===== src/rtl/isa_pkg.sv =====
// Shared ISA constants and the instruction word type used across the tensor-core front end.
package isa_pkg;
    localparam int WORD_W      = 32;
    localparam int INSTR_BYTES = 4;

    typedef logic [WORD_W-1:0] word_t;
endpackage


===== src/rtl/fetch_queue.sv =====
// Circular buffer of {pc, bundle} entries with push, pop, flush and occupancy count.
module fetch_queue
    import isa_pkg::*;
#(
    parameter int WIDTH = 2,
    parameter int DEPTH = 4
) (
    input  logic                        clk,
    input  logic                        rst_n,
    input  logic                        push,
    input  logic                        pop,
    input  logic                        flush,
    input  word_t                       push_pc,
    input  logic [WIDTH*WORD_W-1:0]     push_bundle,
    output word_t                       head_pc,
    output logic [WIDTH*WORD_W-1:0]     head_bundle,
    output logic                        empty,
    output logic                        full,
    output logic [$clog2(DEPTH+1)-1:0]  count
);
    localparam int PW = $clog2(DEPTH);
    localparam int CW = $clog2(DEPTH+1);

    logic [PW-1:0]           head;
    logic [PW-1:0]           tail;
    word_t                   mem_pc     [DEPTH];
    logic [WIDTH*WORD_W-1:0] mem_bundle [DEPTH];

    logic do_push;
    logic do_pop;

    assign do_push = push && !flush;
    assign do_pop  = pop && !flush && !empty;
    assign empty   = (count == '0);
    assign full    = (count == CW'(DEPTH));

    // NOTE: sequential state uses non-blocking assignments so every register samples pre-edge values.
    always_ff @(posedge clk or negedge rst_n) begin
        if (!rst_n) begin
            head  <= '0;
            tail  <= '0;
            count <= '0;
        end else if (flush) begin
            head  <= '0;
            tail  <= '0;
            count <= '0;
        end else begin
            if (do_push) tail <= tail + PW'(1);
            if (do_pop)  head <= head + PW'(1);
            case ({do_push, do_pop})
                2'b10:   count <= count + CW'(1);
                2'b01:   count <= count - CW'(1);
                default: count <= count;
            endcase
        end
    end

    // NOTE: storage is left unreset; entries are only observable through count, which is reset.
    always_ff @(posedge clk) begin
        if (do_push) begin
            mem_pc[tail]     <= push_pc;
            mem_bundle[tail] <= push_bundle;
        end
    end

    assign head_pc     = empty ? '0 : mem_pc[head];
    assign head_bundle = empty ? '0 : mem_bundle[head];
endmodule


===== src/rtl/fetch_wide.sv =====
// Multi-word fetch stage: PC/next-PC logic feeding a bundle queue read by decode.
// Optional same-cycle bypass of an empty queue is enabled by defining FETCH_BYPASS_EN.
module fetch_wide
    import isa_pkg::*;
#(
    parameter int          FETCH_WIDTH = 2,
    parameter int          FETCH_DEPTH = 4,
    parameter logic [31:0] RESET_PC    = 32'h0
) (
    input  logic                              CLK,
    input  logic                              nRST,
    input  logic                              ihit,
    input  logic [FETCH_WIDTH*WORD_W-1:0]     imemload,
    output logic                              imemREN,
    output word_t                             imemaddr,
    input  logic                              pred_valid,
    input  word_t                             pc_prediction,
    input  logic                              misprediction,
    input  word_t                             correct_pc,
    input  logic                              freeze,
    output logic [FETCH_WIDTH*WORD_W-1:0]     instr,
    output word_t                             pc,
    output logic                              valid,
    output logic [$clog2(FETCH_DEPTH+1)-1:0]  count
);
    localparam word_t SEQ_STEP = WORD_W'(INSTR_BYTES * FETCH_WIDTH);

    word_t                         fetch_pc;
    word_t                         next_pc;
    word_t                         q_pc;
    logic [FETCH_WIDTH*WORD_W-1:0] q_bundle;
    logic                          q_empty;
    logic                          q_full;
    logic                          push_req;
    logic                          bypass;
    logic                          q_push;
    logic                          q_pop;

    assign imemREN  = !q_full && !misprediction;
    assign push_req = ihit && imemREN;
    assign imemaddr = fetch_pc;

`ifdef FETCH_BYPASS_EN
    assign bypass = push_req && q_empty && !freeze;
`else
    assign bypass = 1'b0;
`endif

    assign q_push = push_req && !bypass;
    assign q_pop  = !q_empty && !freeze && !misprediction;

    // NOTE: default first in always_comb so no path leaves next_pc unassigned (no latch).
    always_comb begin
        next_pc = fetch_pc;
        if (misprediction) begin
            next_pc = correct_pc;
        end else if (push_req) begin
            next_pc = pred_valid ? pc_prediction : fetch_pc + SEQ_STEP;
        end
    end

    always_ff @(posedge CLK or negedge nRST) begin
        if (!nRST) fetch_pc <= RESET_PC;
        else       fetch_pc <= next_pc;
    end

    fetch_queue #(
        .WIDTH (FETCH_WIDTH),
        .DEPTH (FETCH_DEPTH)
    ) u_queue (
        .clk         (CLK),
        .rst_n       (nRST),
        .push        (q_push),
        .pop         (q_pop),
        .flush       (misprediction),
        .push_pc     (fetch_pc),
        .push_bundle (imemload),
        .head_pc     (q_pc),
        .head_bundle (q_bundle),
        .empty       (q_empty),
        .full        (q_full),
        .count       (count)
    );

    assign valid = bypass || !q_empty;
    assign instr = bypass ? imemload : q_bundle;
    assign pc    = bypass ? fetch_pc : q_pc;
endmodule


===== config.mk =====
export PLATFORM = sky130hd
export DESIGN_NAME = fetch_wide
export DESIGN_NICKNAME = d
export VERILOG_FILES = /design/src/rtl/isa_pkg.sv /design/src/rtl/fetch_queue.sv /design/src/rtl/fetch_wide.sv
export SDC_FILE = /design/constraint.sdc
export NUM_CORES = 1
export LEC_CHECK = 0
export ABC_AREA = 1
export CORE_MARGIN = 5
export CORE_UTILIZATION = 51
export CTS_BUF_LIST = sky130_fd_sc_hd__clkbuf_8
export CTS_CLUSTER_DIAMETER = 120
export DETAILED_ROUTE_END_ITERATION = 8
export PLACE_DENSITY = 0.85
export SKIP_CTS_REPAIR_TIMING = 1
export SLEW_MARGIN = 20
export SYNTH_ARGS = -nofsm -noshare
export SYNTH_HDL_FRONTEND = slang
export SYNTH_SLANG_ARGS = --single-unit

===== constraint.sdc =====
create_clock -name CLK -period 5.55 [get_ports CLK]
set_input_delay 1.11 -clock CLK [delete_from_list [all_inputs] [get_ports CLK]]
set_output_delay 1.11 -clock CLK [all_outputs]
set_load 0.01 [all_outputs]

Yosys cells after proc, flatten, opt, wreduce, memory -nomap -nowiden

Memory sizes are Yosys's and may differ from the RTL's.
Cells that the tools add are included.

$add $sub $neg: 5
Equality and inequality tests: 3
Muxes and demuxes: 13
Reductions and logical operators: 16

Operators by type and width:

| operator              | count |
|---|---|
| $mux 32               | 4 |
| $mux 64               | 1 |
| $add 32x4->32 const B | 1 |
| $mux 2                | 4 |
| $logic_and 1x1->1     | 7 |
| $pmux 3 s2            | 1 |
| $reduce_bool 2->1     | 3 |
| $add 2x1->2 const B   | 2 |
| $logic_not 1->1       | 4 |
| $add 3x1->3 const B   | 1 |
| $eq 3x3->1 const B    | 1 |
| $logic_not 3->1       | 1 |
| $mux 3                | 1 |
| $reduce_bool 3->1     | 1 |
| $sub 3x1->3 const B   | 1 |
| $eq 2x1->1 const B    | 1 |
| $eq 2x2->1 const B    | 1 |
| $mux 1                | 2 |

Register bits: 39
Memory bits (writable): 384
Input bits: 134
Output and inout port bits: 133
Word-level logic and storage cells: 43
Memories kept: 2

Memory list:

| memory             | words | width | rd ports | clocked after Yosys merged registers in | wr ports | RTL line          | source |
|---|---|---|---|---|---|---|---|
| u_queue.mem_bundle | 4     | 64    | 1        | 0                                       | 1        | fetch_queue.sv:27 | `logic [WIDTH*WORD_W-1:0] mem_bundle [DEPTH];` |
| u_queue.mem_pc     | 4     | 32    | 1        | 0                                       | 1        | fetch_queue.sv:26 | `word_t mem_pc [DEPTH];` |

Depth between registers and ports, before layout

Word-level depth: 9
Mapped depth: 11

Cells and area by module

From an unflattened synthesis, not the netlist that was laid out.

Cells, all modules: 1609
Area total of the unflattened synthesis: 17988.5 sq um

Modules (own cells, without submodules):

| module      | instances | cells an instance | area an instance (sq um) |
|---|---|---|---|
| fetch_queue | 1         | 1196              | 15317.2 |
| fetch_wide  | 1         | 413               | 2671.3 |

Worst setup path after synthesis

No wires, ideal clock.

Kind: input port to flip-flop
From: in misprediction
To: mem u_queue.mem_bundle[0][0] in the netlist's numbering (enable)
Data arrival time: 5.603 ns
Required time: 4.999 ns
Slack: -0.604 ns
Stages on the path: 4
Buffers on the path: 1
Path through: inv_1 > nand3_4 > buf_2 > nor2_1

Word-level cells in the longest chain between the ends: 6

Ends and longest elaborated chain:

| element                          | RTL line                            | source |
|---|---|---|
| start: declaration               | fetch_wide.sv:18                    | `input logic misprediction,` |
| $logic_not 1->1 (*)              | fetch_queue.sv:32, fetch_wide.sv:39 |  |
| $logic_and 1x1->1                | fetch_wide.sv:39                    | `assign imemREN = !q_full && !misprediction;` |
| $logic_and 1x1->1                | fetch_wide.sv:40                    | `assign push_req = ihit && imemREN;` |
| $logic_and 1x1->1 (*)            | fetch_queue.sv:32                   | `assign do_push = push && !flush;` |
| $mux 1 (*)                       | fetch_queue.sv:60                   | `if (do_push) begin` |
| $mux 1 (implied by the code) (*) | fetch_queue.sv:62                   | `mem_bundle[tail] <= push_bundle;` |
| end: declaration                 | fetch_queue.sv:27                   |  |

Every way passes the cells marked *; elsewhere a longest branch is shown, timed or not.

Worst setup path in the final report

From: reg u_queue.head[0]
To: out pc[21]

Word-level cells in the longest chain between the ends: 2

Ends and longest elaborated chain:

| element                  | RTL line          | source |
|---|---|---|
| start: declaration       | fetch_queue.sv:24 | `logic [PW-1:0] head;` |
| start signal: assignment | fetch_queue.sv:49 | `if (do_pop) head <= head + PW'(1);` |
| $mem_v2 4x32             | --                |  |
| $mux 32                  | fetch_queue.sv:66 | `assign head_pc = empty ? '0 : mem_pc[head];` |
| end: declaration         | fetch_wide.sv:22  | `output word_t pc,` |

No other way between the ends.

==> flow_summary.yaml <==
run_status:
  outcome: "complete, no violations"
floorplan:
  dieArea_sq_um: 38730
  die_y_microns: 196.8
  num_rows: 68
  boundaryPins: 267
  core_sq_um: 34460
  start_util: 0.5165
  dieWidth_microns: 196.8
clock_network:
  clockRootBuffer: "clkbuf_8"
  clk_pin_slew_ns: 0.06
  numCtsBuffers: 66
  clk_path_buf_depth: 3
  cts_max_level: 3
  cts_tree: "done"
  cts_sinks: 423
  clock_latency_ns: 0.59
critical_path:
  path_class: "flip-flop to primary output"
  critPathLaunchType: "flip-flop"
  critPathCaptureType: "primary output"
  path_max_fanout: 126
  worst_r2r_path_depth: 5
  required_ns: 4.44
  worstPathArrival_ns: 3.25
finish:
  finalInstanceArea_sq_um: 22090
  area_growth_pct: 24.14
  fill_cells: 2497
  nets: 2026
  drive_gt1_frac: 0.07342
timing:
  layout_min_cycle_time_ns: 4.358
  rsz0062_at_grt: "no"
  setup_violations: 0
  skew_ns: 0.02707
  fmax_mhz: 229.4
  hold_viol_final: 0
  tightest_slew_ns: 1.198
  finalWorstSetupSlack_ns: 1.192
  max_slew_margin: 0.2011
  period_share: 0.7853
  tns_ns: 0
  slew_violations: 0
logic_synthesis:
  async_reset_ff_frac: 0.09220
  synth_cell_types: 37
  ys_seq_elements: 423
  yosysSeqAreaShare: 0.7028
  synth_area_sq_um: 17800
  mappedNetlistNets: 1761
  synth-warning-count: 0
  avgSynthCellArea_sq_um: 10.98
  netlist_instances: 1621
  synth-edff-count: 384
  ys.flop_type: "edfxtp_1"
detailed_routing:
  drt_iter0_drc: 1159
  antenna_left: 0
  wl_microns: 45630
  drt-vias-per-instance: 5.480
  wire_per_inst_microns: 19.08
  detail_route.first_pass.iterations: 5
  drc: 0
  vias: 13100
placed_design:
  gp_congestion: 0.9268
  place_area_sq_um: 20890
  dp.final_hpwl_microns: 27940
  post-place-ws_ns: 1.497
  io_buffers: 266
global_route:
  grtUsageTotal: 0.2298
  grt_max_degree: 196
  grt-ovfl-total: 0
  grt_pass1_vias: 13050
  antenna_found_initial: 2
  grt_pass1_wl_microns: 70550
worst_hold_path:
  hold_depth: 1
  hold_path.class: "flip-flop to flip-flop"
run:
  maxCapViolations: 0
power:
  ir_drop_uv: 466.8
  powerDensity_nw_per_um2: 450.1
  power_leakage_uw: 0.007883
==> cells in the mapped netlist, types with 2 or more instances <==
library cell | count | share of area
nor2_1 | 444 | 0.094
edfxtp_1 | 384 | 0.65
o21ai_0 | 213 | 0.060
nand2_1 | 185 | 0.039
a21oi_1 | 119 | 0.033
inv_1 | 47 | 0.0099
buf_2 | 45 | 0.013
nand3_1 | 42 | 0.012
dfrtp_1 | 39 | 0.055
clkbuf_1 | 34 | 0.0072
nand2_2 | 6 | 0.0021
nor2_2 | 6 | 0.0021
nor2_4 | 6 | 0.0038
o22ai_1 | 6 | 0.0021
buf_4 | 5 | 0.0021
ha_1 | 5 | 0.0035
inv_2 | 5 | 0.0011
or2_2 | 4 | 0.0014
buf_1 | 3 | 0.00063
nor3_1 | 2 | 0.00056
o211ai_1 | 2 | 0.00084
o21ai_1 | 2 | 0.00056
o21bai_1 | 2 | 0.00084
xor2_1 | 2 | 0.00098
==> cell usage in the layout (no fill, tap or decap), types with 6 or more instances in the layout <==
| master | n |
|---|---|
| buf_12 | 7 |
| o22ai_1 | 6 |
| inv_1 | 73 |
| clkinv_1 | 6 |
| nor2_4 | 10 |
| edfxtp_1 | 384 |
| nand3_1 | 42 |
| o21ai_0 | 213 |
| buf_4 | 12 |
| nor2_1 | 440 |
| clkbuf_8 | 71 |
| nand2_2 | 6 |
| clkdlybuf4s50_1 | 265 |
| clkinv_2 | 9 |
| nand2_1 | 185 |
| nor2_2 | 6 |
| a21oi_1 | 118 |
| dfrtp_1 | 37 |
==> worst max-delay path, cell delays in order (launching register included) <==
cell and delay [ns]:
dfrtp_4 0.50, inv_4 0.47, buf_12 0.47, o21ai_0 0.21, a21oi_1 0.35, clkdlybuf4s50_1 0.63
==> stage by stage <==
stage | total power (uW) | instances | util | hold slack [ns]
final | 9944 | 2391 | 0.6412 | 0.5659
after detailed placement | 7607 | 2273 | 0.6062 | 0.5542
after CTS | 10000 | 2389 | 0.6410 | 0.5653
after floorplan | 5755 | 1621 | - | 0.5138
after global routing | 10440 | 2390 | 0.6411 | 0.5843
after global placement | 7532 | 2273 | 0.6062 | 0.5390
==> worst paths after layout <==
check / startpoint / end / slack [ns]
setup / recovery: u_queue.head[0]$_DFFE_PN0P_ / pc[21] / 1.19
hold / removal: u_queue.tail[0]$_DFFE_PN0P_ / u_queue.tail[0]$_DFFE_PN0P_ / 0.57
setup reg to reg: u_queue.count[0]$_DFFE_PN0P_ / u_queue.mem_bundle[2][51]$_DFFE_PP_ / 3.21
hold reg to reg: u_queue.tail[0]$_DFFE_PN0P_ / u_queue.tail[0]$_DFFE_PN0P_ / 0.57
max in group asynchronous: nRST / u_queue.head[1]$_DFFE_PN0P_ / 4.10
min in group asynchronous: nRST / imemaddr[9]$_DFFE_PN0P_ / 0.72
==> final cells by class <==
type,instances,area (sq um),area share
flip-flops and latches,423,12510,0.5664
diodes,2,5.005,0.0002265
clock buffers,71,977.2,0.04423
clock inverters,45,221.5,0.01002
well taps,455,569.3,0.02577
multi-input cells,1057,4712,0.2133
inverters,53,206.4,0.009344
repair buffers,285,2888,0.1307
==> per-layer routing <==
metal,part of all wire,track usage
met1,0.41,0.3167
met2,0.47,0.3664
met3,0.099,0.05590
met4,0.019,0.07114
met5,0.00028,0
==> power breakdown <==
part | total, uW | internal (uW) | switching (uW)
Sequential | 3980 | 3760 | 226
Combinational | 3580 | 1510 | 2060
Clock | 2380 | 1230 | 1150
==> flip-flops by register name, indices dropped and copies added (netlist names) <==
name                cells
imemaddr               32
u_queue.count           3
u_queue.head            2
u_queue.mem_bundle    256
u_queue.mem_pc        128
u_queue.tail            2
==> cell families after synthesis <==
family          synth area share
compound gates           0.09990
xor+xnor                0.001477
fa+ha+maj               0.004640
buf+inv                  0.03438
flops                     0.7028
simple gates              0.1568
No activity file was read; power rests on OpenSTA's default activity.
